==> config.mk <==
export PLATFORM = sky130hd
export DESIGN_NAME = pll_reset_seq_flat
export DESIGN_NICKNAME = d
export VERILOG_FILES = /design/src/rtl/pll_reset_seq_pkg.sv /design/src/rtl/pll_reset_seq_if.sv /design/src/rtl/pll_reset_seq_sync2_n.sv /design/src/rtl/pll_reset_seq.sv /design/src/flat_wrapper.sv
export SDC_FILE = /design/constraint.sdc
export NUM_CORES = 1
export LEC_CHECK = 0
export CORE_MARGIN = 3
export CORE_UTILIZATION = 56
export DETAILED_ROUTE_END_ITERATION = 7
export GPL_ROUTABILITY_DRIVEN = 0
export PLACE_DENSITY = 0.87
export SLEW_MARGIN = 30
export SYNTH_ARGS = -nofsm -noshare
export SYNTH_HDL_FRONTEND = slang
export SYNTH_SLANG_ARGS = --single-unit
==> constraint.sdc <==
create_clock -name clock -period 3.12 [get_ports clock]
set_input_delay 0.936 -clock clock [delete_from_list [all_inputs] [get_ports clock]]
set_output_delay 0.936 -clock clock [all_outputs]
set_load 0.01 [all_outputs]
==> src/rtl/pll_reset_seq_pkg.sv <==
// Shared types and defaults for the PLL reset sequencer: state encoding,
// default count constants and a constant clog2 helper for the counter width.
package pll_reset_pkg;

    typedef enum logic [2:0] {
        ST_PLLRST  = 3'd0,
        ST_WAIT    = 3'd1,
        ST_STABLE  = 3'd2,
        ST_RELEASE = 3'd3,
        ST_READY   = 3'd4
    } state_e;

    localparam int unsigned DEF_LOCK_CYCLES    = 1024;
    localparam int unsigned DEF_TIMEOUT_CYCLES = 65536;
    localparam int unsigned DEF_PLL_RST_CYCLES = 16;
    localparam int unsigned DEF_STAGE_GAP      = 16;
    localparam int unsigned DEF_NUM_STAGES     = 3;

    function automatic int unsigned clog2_f(input int unsigned v);
        int unsigned r;
        r = 0;
        for (int i = 0; i < 32; i++) begin
            if (((v - 1) >> i) != 0) r = i + 1;
        end
        return r;
    endfunction

    function automatic int unsigned max4_f(input int unsigned a, input int unsigned b,
                                           input int unsigned c, input int unsigned d);
        int unsigned m;
        m = a;
        if (b > m) m = b;
        if (c > m) m = c;
        if (d > m) m = d;
        return m;
    endfunction

endpackage

==> src/rtl/pll_reset_seq_if.sv <==
// Signal bundle between the reset sequencer and its surroundings (PLL wrapper,
// stage consumers), plus a debug view of the sequencer state.
interface pll_reset_seq_if #(
    parameter int unsigned NUM_STAGES = 3
);
    import pll_reset_pkg::*;

    // No valid/ready handshake here: every signal is a level, pll_lock is
    // asynchronous to the sequencer clock and all outputs are registered levels.
    logic                  pll_lock;
    logic                  pll_reset_o;
    logic [NUM_STAGES-1:0] stage_rst_n_o;
    logic                  ready_o;
    logic                  locked_o;
    logic [7:0]            retry_count_o;
    state_e                dbg_state_o;

    modport master (
        input  pll_lock,
        output pll_reset_o, stage_rst_n_o, ready_o, locked_o, retry_count_o, dbg_state_o
    );

    modport slave (
        output pll_lock,
        input  pll_reset_o, stage_rst_n_o, ready_o, locked_o, retry_count_o, dbg_state_o
    );

endinterface

==> src/rtl/pll_reset_seq_sync2_n.sv <==
// Two-flop synchroniser with asynchronous active-low clear; used for the PLL
// lock flag here and for each stage reset in its consumer domain.
module sync2_n (
    input  logic clk_i,
    input  logic rst_n_i,
    input  logic d_i,
    output logic q_o
);
    logic meta_q;
    logic sync_q;

    always_ff @(posedge clk_i or negedge rst_n_i) begin
        if (!rst_n_i) begin
            meta_q <= 1'b0;
            sync_q <= 1'b0;
        end else begin
            meta_q <= d_i;
            sync_q <= meta_q;
        end
    end

    assign q_o = sync_q;

endmodule

==> src/rtl/pll_reset_seq.sv <==
// PLL reset sequencer: pulses the PLL reset, qualifies lock with a stability
// window, retries on lock timeout, then releases staged resets and flags ready.
module pll_reset_seq
    import pll_reset_pkg::*;
#(
    parameter int unsigned LOCK_CYCLES    = DEF_LOCK_CYCLES,
    parameter int unsigned TIMEOUT_CYCLES = DEF_TIMEOUT_CYCLES,
    parameter int unsigned PLL_RST_CYCLES = DEF_PLL_RST_CYCLES,
    parameter int unsigned STAGE_GAP      = DEF_STAGE_GAP,
    parameter int unsigned NUM_STAGES     = DEF_NUM_STAGES
) (
    input  logic            clock,
    input  logic            reset_n,
    pll_reset_seq_if.master bus
);

    localparam int unsigned CW = clog2_f(max4_f(LOCK_CYCLES, TIMEOUT_CYCLES,
                                                PLL_RST_CYCLES, STAGE_GAP * NUM_STAGES)) + 1;

    localparam logic [CW-1:0] PLLRST_LAST  = CW'(PLL_RST_CYCLES - 1);
    localparam logic [CW-1:0] TIMEOUT_LAST = CW'(TIMEOUT_CYCLES - 1);
    // The lock_s=1 sample seen in ST_WAIT is stable cycle 1, so the counter
    // in ST_STABLE only needs to cover the remaining LOCK_CYCLES-1 samples.
    localparam logic [CW-1:0] STABLE_LAST  = CW'(LOCK_CYCLES - 2);
    localparam logic [CW-1:0] RELEASE_LAST = CW'(NUM_STAGES * STAGE_GAP - 1);

    logic lock_s;

    state_e                state_q, state_d;
    logic [CW-1:0]         cnt_q, cnt_d;
    logic [7:0]            retry_q, retry_d;
    logic                  pll_reset_q;
    logic [NUM_STAGES-1:0] stage_q, stage_d;
    logic                  ready_q;

    sync2_n u_lock_sync (
        .clk_i   (clock),
        .rst_n_i (reset_n),
        .d_i     (bus.pll_lock),
        .q_o     (lock_s)
    );

    always_comb begin
        state_d = state_q;
        retry_d = retry_q;
        case (state_q)
            ST_PLLRST: begin
                if (cnt_q == PLLRST_LAST) state_d = ST_WAIT;
            end
            ST_WAIT: begin
                if (lock_s) begin
                    state_d = ST_STABLE;
                end else if (cnt_q == TIMEOUT_LAST) begin
                    state_d = ST_PLLRST;
                    if (retry_q != 8'hFF) retry_d = retry_q + 8'd1;
                end
            end
            ST_STABLE: begin
                if (!lock_s) state_d = ST_WAIT;
                else if (cnt_q == STABLE_LAST) state_d = ST_RELEASE;
            end
            ST_RELEASE: begin
                if (!lock_s) state_d = ST_WAIT;
                else if (cnt_q == RELEASE_LAST) state_d = ST_READY;
            end
            ST_READY: begin
                if (!lock_s) state_d = ST_WAIT;
            end
            default: state_d = ST_PLLRST;
        endcase

        // ST_READY holds its counter so it never wraps while parked there.
        if (state_d != state_q)      cnt_d = '0;
        else if (state_q == ST_READY) cnt_d = cnt_q;
        else                          cnt_d = cnt_q + CW'(1);

        for (int k = 0; k < int'(NUM_STAGES); k++) begin
            stage_d[k] = (state_d == ST_READY) ||
                         ((state_d == ST_RELEASE) && (cnt_d >= CW'(k * STAGE_GAP)));
        end
    end

    always_ff @(posedge clock or negedge reset_n) begin
        if (!reset_n) begin
            state_q     <= ST_PLLRST;
            cnt_q       <= '0;
            retry_q     <= 8'd0;
            pll_reset_q <= 1'b1;
            stage_q     <= '0;
            ready_q     <= 1'b0;
        end else begin
            state_q     <= state_d;
            cnt_q       <= cnt_d;
            retry_q     <= retry_d;
            pll_reset_q <= (state_d == ST_PLLRST);
            stage_q     <= stage_d;
            ready_q     <= (state_d == ST_READY);
        end
    end

    assign bus.pll_reset_o   = pll_reset_q;
    assign bus.stage_rst_n_o = stage_q;
    assign bus.ready_o       = ready_q;
    assign bus.locked_o      = lock_s;
    assign bus.retry_count_o = retry_q;
    assign bus.dbg_state_o   = state_q;

endmodule

==> src/flat_wrapper.sv <==
// flat-port wrapper written by rule: the top's interface ports become plain ports
module pll_reset_seq_flat import pll_reset_pkg::*;
#(
    parameter int unsigned LOCK_CYCLES    = DEF_LOCK_CYCLES,
    parameter int unsigned TIMEOUT_CYCLES = DEF_TIMEOUT_CYCLES,
    parameter int unsigned PLL_RST_CYCLES = DEF_PLL_RST_CYCLES,
    parameter int unsigned STAGE_GAP      = DEF_STAGE_GAP,
    parameter int unsigned NUM_STAGES     = DEF_NUM_STAGES
)
  (clock, reset_n, bus_pll_lock, bus_pll_reset_o, bus_stage_rst_n_o, bus_ready_o, bus_locked_o, bus_retry_count_o, bus_dbg_state_o);
  pll_reset_seq_if #(.NUM_STAGES(NUM_STAGES)) bus_i ();
  input  logic clock;
  input  logic reset_n;
  input wire logic [$bits(bus_i.pll_lock)-1:0] bus_pll_lock;
  output wire logic [$bits(bus_i.pll_reset_o)-1:0] bus_pll_reset_o;
  output wire logic [$bits(bus_i.stage_rst_n_o)-1:0] bus_stage_rst_n_o;
  output wire logic [$bits(bus_i.ready_o)-1:0] bus_ready_o;
  output wire logic [$bits(bus_i.locked_o)-1:0] bus_locked_o;
  output wire logic [$bits(bus_i.retry_count_o)-1:0] bus_retry_count_o;
  output wire logic [$bits(bus_i.dbg_state_o)-1:0] bus_dbg_state_o;
  assign bus_i.pll_lock = bus_pll_lock;
  assign bus_pll_reset_o = bus_i.pll_reset_o;
  assign bus_stage_rst_n_o = bus_i.stage_rst_n_o;
  assign bus_ready_o = bus_i.ready_o;
  assign bus_locked_o = bus_i.locked_o;
  assign bus_retry_count_o = bus_i.retry_count_o;
  assign bus_dbg_state_o = bus_i.dbg_state_o;
  pll_reset_seq #(.LOCK_CYCLES(LOCK_CYCLES), .TIMEOUT_CYCLES(TIMEOUT_CYCLES), .PLL_RST_CYCLES(PLL_RST_CYCLES), .STAGE_GAP(STAGE_GAP), .NUM_STAGES(NUM_STAGES)) u_core (.clock(clock), .reset_n(reset_n), .bus(bus_i));
endmodule
Yosys cells after proc, flatten, opt, wreduce, memory -nomap -nowiden
Index checks and enable logic that the tools add are counted.
Cells by class
  add/subtract/negate cells: 2
  $lt $le $gt $ge: 3
  equality and inequality tests: 12
  muxes and demuxes: 11
  bitwise logic cells: 1
  reductions and logical operators: 9
Operators by type and width (number)
  $mux W17: 2
  $mux W3: 8
  $add A17 B1 Y17 const B: 1
  $eq A17 B10 Y1 const B: 1
  $eq A17 B16 Y1 const B: 1
  $eq A17 B4 Y1 const B: 1
  $eq A17 B6 Y1 const B: 1
  $ge A17 B1 Y1 const B: 1
  $ge A17 B5 Y1 const B: 1
  $ge A17 B6 Y1 const B: 1
  $pmux W3 S5: 1
  $eq A3 B2 Y1 const B: 3
  $add A8 B1 Y8 const B: 1
  $ne A8 B8 Y1 const B: 1
  $eq A3 B3 Y1 const B: 2
  $logic_not A3 Y1: 2
  $reduce_and A4 Y1: 1
  $eq A3 B1 Y1 const B: 1
  $logic_and A1 B1 Y1: 3
  $logic_or A1 B1 Y1: 3
  $ne A3 B3 Y1: 1
  $not A1 Y1: 1
Storage, ports and cells
  flip-flop bits (word level): 35
  input bits: 3
  output and inout port bits: 17
  logic and storage cells: 46

Logic depth before layout (Yosys ltp)
  depth after elaboration: 9
  depth in mapped cells: 14
  depth with buffers taken out: 13

By module
Synthesis repeated with hierarchy kept, for this count alone.
Second synthesis, totals
  cell total of the unflattened synthesis: 242
  area, all modules: 2260.9 sq um
By module, submodules not included
  pll_reset_seq: instances 1, cells each 240, area an instance 2210.9 sq um, seq. area each 827.0 sq um
  sync2_n: instances 1, cells each 2, area an instance 50.0 sq um, seq. area each 50.0 sq um

Worst setup path before layout
Ideal clock, no wire load.
  path type: flip-flop to flip-flop
  start point: reg u_core.cnt_q[1]
  end point: reg u_core.stage_q[1], in the netlist u_core.bus.stage_rst_n_o[1]
  library setup time: 0.123 ns
  data arrival time: 2.360 ns
  required time: 2.997 ns
  setup slack: 0.638 ns
  cell stages (with the launch flop): 14
  buffers on the path: 0
  clock period less this slack: 2.482 ns
  cells stage by stage: dfrtp_1 > ha_1 > nand3_1 > nor3_1 > nand2_1 > nor2_1 > ha_1 > nor2b_1 > o21ai_0 > a21o_1 > o211ai_4 > o211a_4 > or2_1 > o221a_1
On the way
  word-level cells in the longest chain between the ends: 9
  elaborated cells between the ends (all ways): 21
  those cells by class: add/sub (1); order compare (1); eq/ne (7); mux (10); reduce/logical (2)
Ends and longest elaborated chain
  start, declared: RTL line pll_reset_seq.sv:30  | logic [CW-1:0] cnt_q, cnt_d;
  start signal, assigned: RTL line pll_reset_seq.sv:93  | cnt_q <= cnt_d;
  $eq A17 B6 Y1 (tied with other cells): RTL line pll_reset_seq.sv:64  | else if (cnt_q == RELEASE_LAST) state_d = ST_READY;
  $mux W3, on equally long branches: RTL line pll_reset_seq.sv:64, pll_reset_seq.sv:53, pll_reset_seq.sv:60
  $mux W3, on equally long branches: RTL line pll_reset_seq.sv:63, pll_reset_seq.sv:51, pll_reset_seq.sv:59
  $pmux W3 S5 *: RTL line pll_reset_seq.sv:46  | case (state_q)
  named net u_core.state_d[0]: RTL line pll_reset_seq.sv:29  | state_e state_q, state_d;
  $ne A3 B3 Y1: RTL line pll_reset_seq.sv:73  | if (state_d != state_q) cnt_d = '0;
  $mux W17: RTL line pll_reset_seq.sv:73
  $ge A17 B5 Y1: RTL line pll_reset_seq.sv:79  | ((state_d == ST_RELEASE) && (cnt_d >= CW'(k * STAGE_GAP)));
  $logic_and A1 B1 Y1: RTL line pll_reset_seq.sv:79
  $logic_or A1 B1 Y1 *: RTL line pll_reset_seq.sv:78  | stage_d[k] = (state_d == ST_READY) ||
  named net u_core.stage_d[1]: RTL line pll_reset_seq.sv:33  | logic [NUM_STAGES-1:0] stage_q, stage_d;
  end signal, assigned: RTL line pll_reset_seq.sv:96  | stage_q <= stage_d;
  end, declared: RTL line pll_reset_seq.sv:33
The timed path passes the listed nets; every way through them passes the cells marked *.
A chain may end at the register's enable or synchronous reset.

Final worst setup path
Same ends and word-level chain as after synthesis.

==> summary.md <==
| Metric | Value |
|---|---|
| N_diodes | 0 |
| Place WS | approximately 420 ps |
| CTS tree | yes |
| Clk_lat worst skew | approximately 340 ps |
| Final Max Slew Viols | 0 |
| Maximum VDD drop | between 0.15 and 0.2 mV |
| H-Tree Depth | 2 |
| Grt ovf | 0 |
| Post-cts repair resize count | 0 |
| Die area | around 4300 um^2 |
| Measured slew at the worst slew-check pin | around 580 ps |
| Drt pass-1 iters | 5 |
| Share of the synthesized area in the top cell type | roughly 43% |
| Global Route Usage Sum | 19.1% |
| CP required | ~3400 ps |
| CP Max Fanout | 5 |
| Post-CTS Setup Bufs | 0 |
| Most frequent cell after synthesis | dfrtp_1 |
| Post-synthesis compound-gate area fraction | approximately an eighth |
| Mux cell area share after synthesis | less than 1% |
| RSZ-0062 raised after global routing | no |
| Vias in the first global route | approximately 1,400 |
| Worst Hold Class | reg -> reg |
| Setup crit start kind | flip-flop |
| Power Density | ~420 nW/um^2 |
| Post-DP HPWL | around 2.7 mm |
| Nets@finish | around 230 |
| Layout Skew | approximately 8.4 ps |
| Data arrival time of the critical path | around 3000 ps |
| Clock Tree Buf Depth | 2 |
| Post-synthesis instance total | 199 |
| Wirelength, routed | roughly 3.7 mm |
| Largest net degree at the start of global routing | 36 |
| Synth-to-Final Area Change | 13.1% |
| Final setup vio count | 0 |
| Leak | roughly 0.00098 uW |
| DR vias/cell | roughly 5.6 |
| Num rows | 21 |
| DR WL/cell | 13.7 um |
| Worst setup EP type | flip-flop |
| Sequential share of the synthesized area | between 40 and 50% |
| Min Tclk post-route | between 2000 and 3000 ps |
| Cell Area, Synth | ~2000 um^2 |
| Setup Crit Path Kind | reg -> reg |
| Status | finished, final reports clean |
| Main combinational cell family by area after synthesis | simple AND/OR/NAND/NOR gates |
| Max Cap Viol | 0 |
| Most frequent cells after synthesis | dfrtp_1, nor2_1, nand2_1, xnor2_1, nand4_1 |
| Post-synthesis cell type count | 54 |
| Post-synthesis adder-cell area fraction | ~2.5% |
| Reg2reg start | u_core.cnt_q[1]$_DFF_PN0_ |
| Area leader, netlist | dfrtp_1 |
| Post-cts hold buffer count | 0 |
| Initial drt markers | around 150 |
| R2R Path End | u_core.bus.stage_rst_n_o[1]$_DFF_PN0_ |
| Clock root cell | clkbuf_4 |
| Share of cells above drive strength 1 | 12.7% |
| Hold depth | 0 |
| Post-route clock period utilization | between 80% and 90% |
| DRC viols | 0 |
| Core ar. | about 3400 um^2 |
| Main synth FF type | dfrtp_1 |
| # clock sinks | 35 |
| F_max | 369 MHz |
| DIE WIDTH | around 66 um |
| Synth Area in XOR/XNOR | 10.5% |
| Relative slew slack | roughly three fifths |
| Final-report hold violation count | 0 |
| Area contributors post-synth | dfrtp_1, xnor2_1, xor2_1, nor2_1, nand4_1 |
| Global-route wire length before repair | 6.44 mm |
| Post-route ant nets | 0 |
| Setup TNS | 0 ps |
| Post-synthesis simple-gate area fraction | about 25% |
| Reg2reg setup slack | 410 ps |
| Yosys Warn Count | 0 |
| Routed via count | 1,506 |
| Flops & latches, synth | 35 |
| Initial antenna violation count | 0 |
| Setup ws final | about 410 ps |
| Synth async-reset ratio | 100% |
| Hold Crit Start | u_core.u_lock_sync.meta_q$_DFF_PN0_ |
| # IOs | 20 |
| Initial core utilization | a little under 60% |
| Worst r2r path cells | 13 |
| Die H | between 60 and 70 um |
| Number of fill cells | around 250 |
| Hold endpoint | u_core.u_lock_sync.q_o$_DFF_PN0_ |
| Clk slew on worst S/H paths | roughly 100 ps |
| Post-synthesis net count | 206 |
| Syn Area/Cell | 10.1 um^2 |
| Port bufs | 19 |
| CTS Buf Count | 5 |
| Number of enable flip-flop cells after synthesis | 0 |
## how the worst max path moves through the flow
stage / start / to / slack [ps] / cells after the start
detailed placement: u_core.cnt_q[1]$_DFF_PN0_ / u_core.bus.retry_count_o[6]$_DFFE_PN0P_ / 420 / 13
global placement: u_core.cnt_q[6]$_DFF_PN0_ / u_core.bus.retry_count_o[6]$_DFFE_PN0P_ / 490 / 12
CTS: u_core.cnt_q[1]$_DFF_PN0_ / u_core.bus.retry_count_o[6]$_DFFE_PN0P_ / 390 / 13
floorplan: u_core.cnt_q[1]$_DFF_PN0_ / u_core.bus.stage_rst_n_o[1]$_DFF_PN0_ / 640 / 13
global route: u_core.cnt_q[1]$_DFF_PN0_ / u_core.bus.retry_count_o[6]$_DFFE_PN0P_ / 60 / 13
finish: u_core.cnt_q[1]$_DFF_PN0_ / u_core.bus.stage_rst_n_o[1]$_DFF_PN0_ / 410 / 13
## power by group
group | internal, uW | switching, uW
registers | 486 | 43.4
clock network | 83.7 | 148
logic | 85.1 | 115
## sequential cells by signal, indices dropped and copies added (netlist names)
register,flops
u_core.bus.pll_reset_o,1
u_core.bus.dbg_state_o,3
u_core.bus.ready_o,1
u_core.bus.retry_count_o,8
u_core.u_lock_sync.q_o,1
u_core.bus.stage_rst_n_o,3
u_core.u_lock_sync.meta_q,1
u_core.cnt_q,17
## cell type report
cell class                 instances  area [um^2]  area share (%)
multi-input combinational        148         1030            45.6
sequential                        35          877            38.8
timing repair buffer              22          213            9.40
tap                               46         57.6            2.54
clock buffer                       5         37.5            1.66
inverter                           8         30.0            1.33
clock inverter                     3         15.0           0.664
## worst max-delay path, cell delays in order, from the launching register on
cell	delay (ps)
dfrtp_1	420
ha_1	210
nand3_1	140
nor3_1	290
nand2_1	120
nor2_1	120
ha_1	170
nor2b_1	50
o21ai_0	140
a21o_1	200
o211ai_4	110
o211a_4	160
or2_1	240
o221a_1	240
## layout by cell type, fill, tap and decap left out, types with 8 or more instances in the layout
| master | netlist | routed |
|---|---|---|
| nand4_1 | 11 | 11 |
| xor2_1 | 10 | 10 |
| nand2_1 | 17 | 17 |
| nand3_1 | 8 | 8 |
| inv_1 | 8 | 8 |
| dfrtp_1 | 34 | 34 |
| xnor2_1 | 14 | 14 |
| clkdlybuf4s50_1 | 0 | 19 |
| nor2_1 | 22 | 22 |
## through the flow
step / total power [uW] / hold WS, ps / area [um^2] / utilization [%] / instances
after floorplan: 690 / 331 / 2000 / - / 199
after global placement: 736 / 333 / 2210 / 65.2 / 259
after detailed placement: 740 / 342 / 2210 / 65.2 / 259
after CTS: 970 / 366 / 2260 / 66.7 / 267
after global routing: 1020 / 370 / 2260 / 66.7 / 267
final: 960 / 362 / 2260 / 66.7 / 267
## kinds of logic (layout without fill, tap and decap cells)
kind of cell,after synthesis,in the layout
AOI/OAI and AO/OA,31,31
xor gates and xnor gates,24,24
adders and majority gates,4,4
buffers and inverters,16,38
DFF,35,35
muxes,1,1
and+or+nand+nor,88,88
## routing by layer
layer / global-route usage, % / wire [um] / vias up
li1: - / - / 744
met3: 3.57 / 96 / 6
met2: 31.2 / 1770 / 22
met4: 6.99 / 48 / 0
met5: 0 / 0 / -
met1: 25.2 / 1750 / 734
No activity file was read; power rests on OpenSTA's default activity.
